File: config.mk
export PLATFORM = sky130hd
export DESIGN_NAME = regfile_write_arbiter
export DESIGN_NICKNAME = d
export VERILOG_FILES = /design/src/rtl/regfile_arb_pkg.sv /design/src/rtl/regfile_wr_fifo.sv /design/src/rtl/regfile_write_arbiter.sv
export SDC_FILE = /design/constraint.sdc
export NUM_CORES = 1
export LEC_CHECK = 0
export BUFFER_PORTS_ARGS = -buffer_cell sky130_fd_sc_hd__buf_4
export CAP_MARGIN = 25
export CORE_MARGIN = 5
export CORE_UTILIZATION = 40
export CTS_CLUSTER_SIZE = 16
export DETAILED_ROUTE_END_ITERATION = 6
export PLACE_DENSITY = 0.69
export SYNTH_ARGS = -nofsm -noshare
export SYNTH_HDL_FRONTEND = slang
export SYNTH_SLANG_ARGS = --single-unit
File: constraint.sdc
create_clock -name clk -period 8.7 [get_ports clk]
set_clock_uncertainty 0.05 [all_clocks]
set_input_delay 2.61 -clock clk [delete_from_list [all_inputs] [get_ports clk]]
set_output_delay 2.61 -clock clk [all_outputs]
set_load 0.02 [all_outputs]
File: src/rtl/regfile_arb_pkg.sv
// Shared types for the register-file write-port arbiter: register index, data word and queued write request.
package regfile_arb_pkg;

   typedef logic [3:0]  reg_idx_t;
   typedef logic [31:0] word_t;

   // R15 is the PC and is written by the fetch logic, never through this port.
   localparam reg_idx_t REG_PC = 4'hF;

   typedef struct packed {
      logic     valid;
      reg_idx_t wa;
      word_t    wd;
   } wr_req_t;

endpackage

File: src/rtl/regfile_wr_fifo.sv
// Circular queue of pending secondary writes with per-entry squash by register index and two parallel match vectors.
// Zero-latency head view; the owner must not push when full or pop when empty.
module regfile_wr_fifo
   import regfile_arb_pkg::*;
#(
   parameter int DEPTH = 2
) (
   input  logic                     clk,
   input  logic                     reset,
   input  logic                     push,
   input  wr_req_t                  push_req,
   input  logic                     pop,
   input  logic                     squash,
   input  logic [3:0]               squash_wa,
   input  logic [3:0]               ra1,
   input  logic [3:0]               ra2,
   output wr_req_t                  head,
   output logic [$clog2(DEPTH):0]   count,
   output logic [DEPTH-1:0]         match1,
   output logic [DEPTH-1:0]         match2
);

   localparam int PW = $clog2(DEPTH);
   localparam int CW = PW + 1;

   wr_req_t       mem [DEPTH];
   logic [PW-1:0] rd_ptr;
   logic [PW-1:0] wr_ptr;

   // Valid bits double as occupancy: cleared on pop, so stale slots never match.
   always_ff @(posedge clk or posedge reset) begin
      if (reset) begin
         rd_ptr <= '0;
         wr_ptr <= '0;
         count  <= '0;
         for (int i = 0; i < DEPTH; i++) begin
            mem[i] <= '0;
         end
      end else begin
         for (int i = 0; i < DEPTH; i++) begin
            if (squash && mem[i].valid && (mem[i].wa == squash_wa)) begin
               mem[i].valid <= 1'b0;
            end
         end
         if (pop) begin
            mem[rd_ptr].valid <= 1'b0;
            rd_ptr            <= rd_ptr + PW'(1);
         end
         if (push) begin
            mem[wr_ptr] <= push_req;
            wr_ptr      <= wr_ptr + PW'(1);
         end
         case ({push, pop})
            2'b10:   count <= count + CW'(1);
            2'b01:   count <= count - CW'(1);
            default: count <= count;
         endcase
      end
   end

   assign head = mem[rd_ptr];

   always_comb begin
      match1 = '0;
      match2 = '0;
      for (int i = 0; i < DEPTH; i++) begin
         match1[i] = mem[i].valid && (mem[i].wa == ra1);
         match2[i] = mem[i].valid && (mem[i].wa == ra2);
      end
   end

endmodule

File: src/rtl/regfile_write_arbiter.sv
// Shares the register-file write port: WB wins with zero latency, secondary writes bypass or queue and drain in free cycles.
// Secondary source is held off with sec_ready=!full; stall_req asks the pipeline for WB bubbles on starvation or a full queue.
module regfile_write_arbiter
   import regfile_arb_pkg::*;
#(
   parameter int DEPTH        = 2,
   parameter int STARVE_LIMIT = 8
) (
   input  logic        clk,
   input  logic        reset,
   input  logic        wb_we,
   input  logic [3:0]  wb_wa,
   input  logic [31:0] wb_wd,
   input  logic        sec_valid,
   output logic        sec_ready,
   input  logic [3:0]  sec_wa,
   input  logic [31:0] sec_wd,
   input  logic [3:0]  ra1,
   input  logic [3:0]  ra2,
   output logic        we3,
   output logic [3:0]  wa3,
   output logic [31:0] wd3,
   output logic        hazard1,
   output logic        hazard2,
   output logic        stall_req,
   output logic        sec_drop
);

   localparam int CW = $clog2(DEPTH) + 1;
   localparam int SW = $clog2(STARVE_LIMIT + 1);
   localparam logic [CW-1:0] FULL_CNT   = CW'(DEPTH);
   localparam logic [SW-1:0] STARVE_MAX = SW'(STARVE_LIMIT);

   wr_req_t          head;
   wr_req_t          push_req;
   logic [CW-1:0]    fifo_count;
   logic [DEPTH-1:0] match1;
   logic [DEPTH-1:0] match2;
   logic [SW-1:0]    starve;

   logic empty, full, head_vld, wb_grant, head_wr, accept, bypass, push, pop;

   assign empty    = (fifo_count == '0);
   assign full     = (fifo_count == FULL_CNT);
   assign head_vld = !empty && head.valid;

   // Every grant is gated by reset so a held WB or bypass cannot reach the port mid-reset.
   assign wb_grant = !reset && wb_we && (wb_wa != REG_PC);
   assign head_wr  = !reset && !wb_grant && head_vld;
   assign accept   = !reset && sec_valid && !full;
   assign bypass   = accept && !wb_grant && empty && (sec_wa != REG_PC);
   assign push     = accept && (sec_wa != REG_PC) && !bypass;
   assign pop      = head_wr || (!empty && !head.valid);

   // WB is program-younger, so a same-cycle secondary write to the same register is born dead.
   assign push_req = '{valid: !(wb_grant && (wb_wa == sec_wa)), wa: sec_wa, wd: sec_wd};

   regfile_wr_fifo #(
      .DEPTH (DEPTH)
   ) u_fifo (
      .clk       (clk),
      .reset     (reset),
      .push      (push),
      .push_req  (push_req),
      .pop       (pop),
      .squash    (wb_grant),
      .squash_wa (wb_wa),
      .ra1       (ra1),
      .ra2       (ra2),
      .head      (head),
      .count     (fifo_count),
      .match1    (match1),
      .match2    (match2)
   );

   always_ff @(posedge clk or posedge reset) begin
      if (reset) begin
         starve <= '0;
      end else if (!head_vld || head_wr) begin
         starve <= '0;
      end else if (starve != STARVE_MAX) begin
         starve <= starve + SW'(1);
      end
   end

   always_comb begin
      we3 = 1'b0;
      wa3 = '0;
      wd3 = '0;
      if (wb_grant) begin
         we3 = 1'b1;
         wa3 = wb_wa;
         wd3 = wb_wd;
      end else if (head_wr) begin
         we3 = 1'b1;
         wa3 = head.wa;
         wd3 = head.wd;
      end else if (bypass) begin
         we3 = 1'b1;
         wa3 = sec_wa;
         wd3 = sec_wd;
      end
   end

   assign sec_ready = !full;
   assign sec_drop  = accept && (sec_wa == REG_PC);
   assign stall_req = !reset && ((starve == STARVE_MAX) || full);
   assign hazard1   = !reset && (ra1 != REG_PC) && ((|match1) || (bypass && (sec_wa == ra1)));
   assign hazard2   = !reset && (ra2 != REG_PC) && ((|match2) || (bypass && (sec_wa == ra2)));

endmodule

==> reports/qor_table.md <==
| Item | Reported |
|:---|:---|
| Post-detail-place hpwl | 8640 um |
| Met3 track demand over resource in global routing | 2.84% |
| Seq/Total Area, Yosys | 41.4% |
| Overall die width | 121 um |
| Number of antenna diodes | 0 |
| Max-slew violation count | 0 |
| Remaining global-route overflow | 0 |
| Std-Cell Core Area | 0.0121 mm2 |
| Worst setup slack for register-to-register paths | 6360 ps |
| Worst vdd rail ir drop | 0.000135 V |
| DRC | 0 |
| M2 GR Usage | 28.0% |
| Critical Path RT | 6040 ps |
| Y dimension of the die | 121 um |
| Total Wirelength | 12,500 um |
| Avg Cell Area, Syn | 11.9 um2 |
| Origin of the critical flop-to-flop path | u_fifo.count[0] |
| Standard-cell rows | 40 |
| First-pass GRT wire length | 20,200 um |
| Count of nets after finishing | 608 |
| Max cap viols | 0 |
| Commonest cells after routing, fill and taps aside | 132 x buf_4, 81 x dfrtp_1, 41 x nor3_1 |
| Via/cell ratio | 5.38 |
| Effective utilization at floorplan | 41.1% |
| Worst setup SP type | primary input |
| Number of buffers on the longest clock path | 2 |
| Leading cell type in the layout, fill and taps excluded | buf_4 |
| I/O pin count | 126 |
| Slowest cell on the critical path | and3_2 |
| Leakage power total | 2.95 nW |
| Fin Hold WS | 433 ps |
| Synthesis Warnings | 0 |
| Cell-by-cell listing of the critical path | buf_4 -> clkinv_2 -> and3_2 -> a221o_1 -> buf_4 |
| Global Route met1 Usage | 22.5% |
| Post-cts sizing count | 0 |
| Overall fraction of global-route tracks in use | 16.8% |
| H-tree levels | 3 |
| Final cycle utilization of the critical path | 84.5% |
| Worst Path Max Fanout | 41 |
| Fraction of layout instances using a drive strength above 1 | 37.1% |
| Placement-stage cell area | 0.00593 mm2 |
| Total Neg Setup Slack | 0 ps |
| Post-layout instance area | 0.00627 mm2 |
| Final estimated routing congestion in global placement | 0.811 |
| Critical path buffer and inverter count | 3 |
| HP Class | reg -> reg |
| Data arrival time at the worst-slack endpoint | 4690 ps |
| WL per Instance | 18.0 um |
| Type of the worst setup path | in -> out |
| Maximum single-stage delay on the critical path | 750 ps |
| Maximum number of pins on one net before global-route repair | 45 |
| CTS hold repair buffers | 0 |
| Summed instance area of the synthesized netlist | 0.00496 mm2 |
| Post-Syn Instances | 416 |
| Buffers inserted by post-CTS timing repair | 0 |
| Post-synth top flop | dfrtp_1 |
| Number of synthesized flops with an enable pin | 0 |
| Clk Tree Root Cell | clkbuf_16 |
| Area enclosed by the die boundary | 0.0147 mm2 |
| Total Power Consumption | 0.00198 W |
| Area delta synth->final | 26.4% |
| Final setup violation count | 0 |
| TritonCTS clock tree | yes |
| CP Launch Point | reset |
| F_max | 136 MHz |
| Register clock-pin slew on the reported worst setup and hold paths | 50 ps |
| Worst-skew pair later-pin latency | 330 ps |
| Worst slew margin relative to its limit | 47.7% |
| Slew of the pin with the lowest slew margin | 784 ps |
| Final ANT Viol Nets | 0 |
| Top cell family by delay on the critical path | buffers and inverters |
| Status | completed |
| Top Usage Layer GRT | met2 |
| TritonCTS buffer count | 9 |
| Synthesis-stage register bit count | 82 |
| Number of distinct library cell variants in the gate-level netlist after synthesis | 40 |
| Ratio of total power to cell area | 315 mW/mm2 |
| Finished Core Util | 52.0% |
| Initial DRC Count | 212 |
| Most prevalent standard cell on the critical path | buf_4 |
| Number of detailed-route iterations in the first pass | 4 |
| Critical Path End Type | primary output |
| Antenna violations before repair | 0 |
| Async S/R FF share, synth | 100% |
| Count of clock tree sinks | 82 |
| Setup repair after global routing missed its margin | no |
| Vias in the first global route | 4,041 |
| Net count of the mapped netlist | 503 |
| Final critical-path required period | 7350 ps |
| Port buffer count | 125 |
| Count of endpoints failing hold in the final timing report | 0 |
| HP Start | u_fifo.mem[9] |
| Vias after detailed routing | 3,736 |
==> cell type report <==
cell class	count	area (um2)
clock buffer	11	243
clock inverter	5	53.8
fill	1070	5790
inverter	9	35.0
multi-input combinational	285	2640
sequential	82	2050
tap	168	210
timing repair buffer	134	1030
==> power breakdown <==
part           internal (W)  switching [W]
clock              0.000229       0.000146
sequential         0.000572       0.000146
combinational      0.000470       0.000412
==> stage by stage <==
step	setup WS (ps)	instances
2_1_floorplan	129	416
3_3_place_gp	1330	676
3_5_place_dp	1270	676
4_1_cts	1260	692
5_1_grt	1090	694
6_report	1350	694
==> registers in the layout (all words and copies together) (netlist names) <==
name           cells
u_fifo.mem        74
u_fifo.rd_ptr      1
starve             4
u_fifo.wr_ptr      1
u_fifo.count       2
==> metal layers <==
layer	routed length, um	vias up
li1	-	1758
met1	5780	1874
met2	6040	91
met3	501	13
met4	146	0
met5	0	-
==> Yosys cell counts (all sizes together) (2+ instances only) <==
| cell type | instances | area, um2 |
|---|---|---|
| mux2 | 72 | 920 |
| xnor2 | 12 | 105 |
| nand4 | 2 | 27.5 |
| ha | 3 | 37.5 |
| a31oi | 2 | 12.5 |
| a221o | 38 | 380 |
| nor3 | 41 | 205 |
| or3 | 2 | 12.5 |
| nand2b | 2 | 20.0 |
| dfrtp | 82 | 2050 |
| nor2 | 7 | 26.3 |
| clkbuf | 14 | 52.6 |
| buf | 26 | 191 |
| a21oi | 4 | 20.0 |
| a211o | 2 | 17.5 |
| nor4 | 5 | 31.3 |
| inv | 9 | 33.8 |
| xor2 | 31 | 272 |
| a41o | 2 | 20.0 |
| mux2i | 40 | 400 |
| nand3 | 8 | 40.0 |
==> logic make-up after synthesis <==
kind of cell / after synthesis / share of synthesized area, %
AO/OA/AOI/OAI: 52 / 9.66
XOR/XNOR: 43 / 7.59
adder cells (fa/ha/maj): 3 / 0.757
buffers and inverters: 49 / 5.60
flip-flops: 82 / 41.4
multiplexers: 112 / 26.6
AND/OR/NAND/NOR: 75 / 8.42
==> path summary, 6_finish.rpt <==
path                                   to  cells after the start
max                                wd3[5]                      5
min                         u_fifo.mem[9]                      1
max reg2reg                u_fifo.mem[49]                      5
min reg2reg                 u_fifo.mem[9]                      1
max in group asynchronous   u_fifo.rd_ptr                      3
min in group asynchronous  u_fifo.mem[65]                      2
Note: power is estimated with default switching activity, not from simulation.
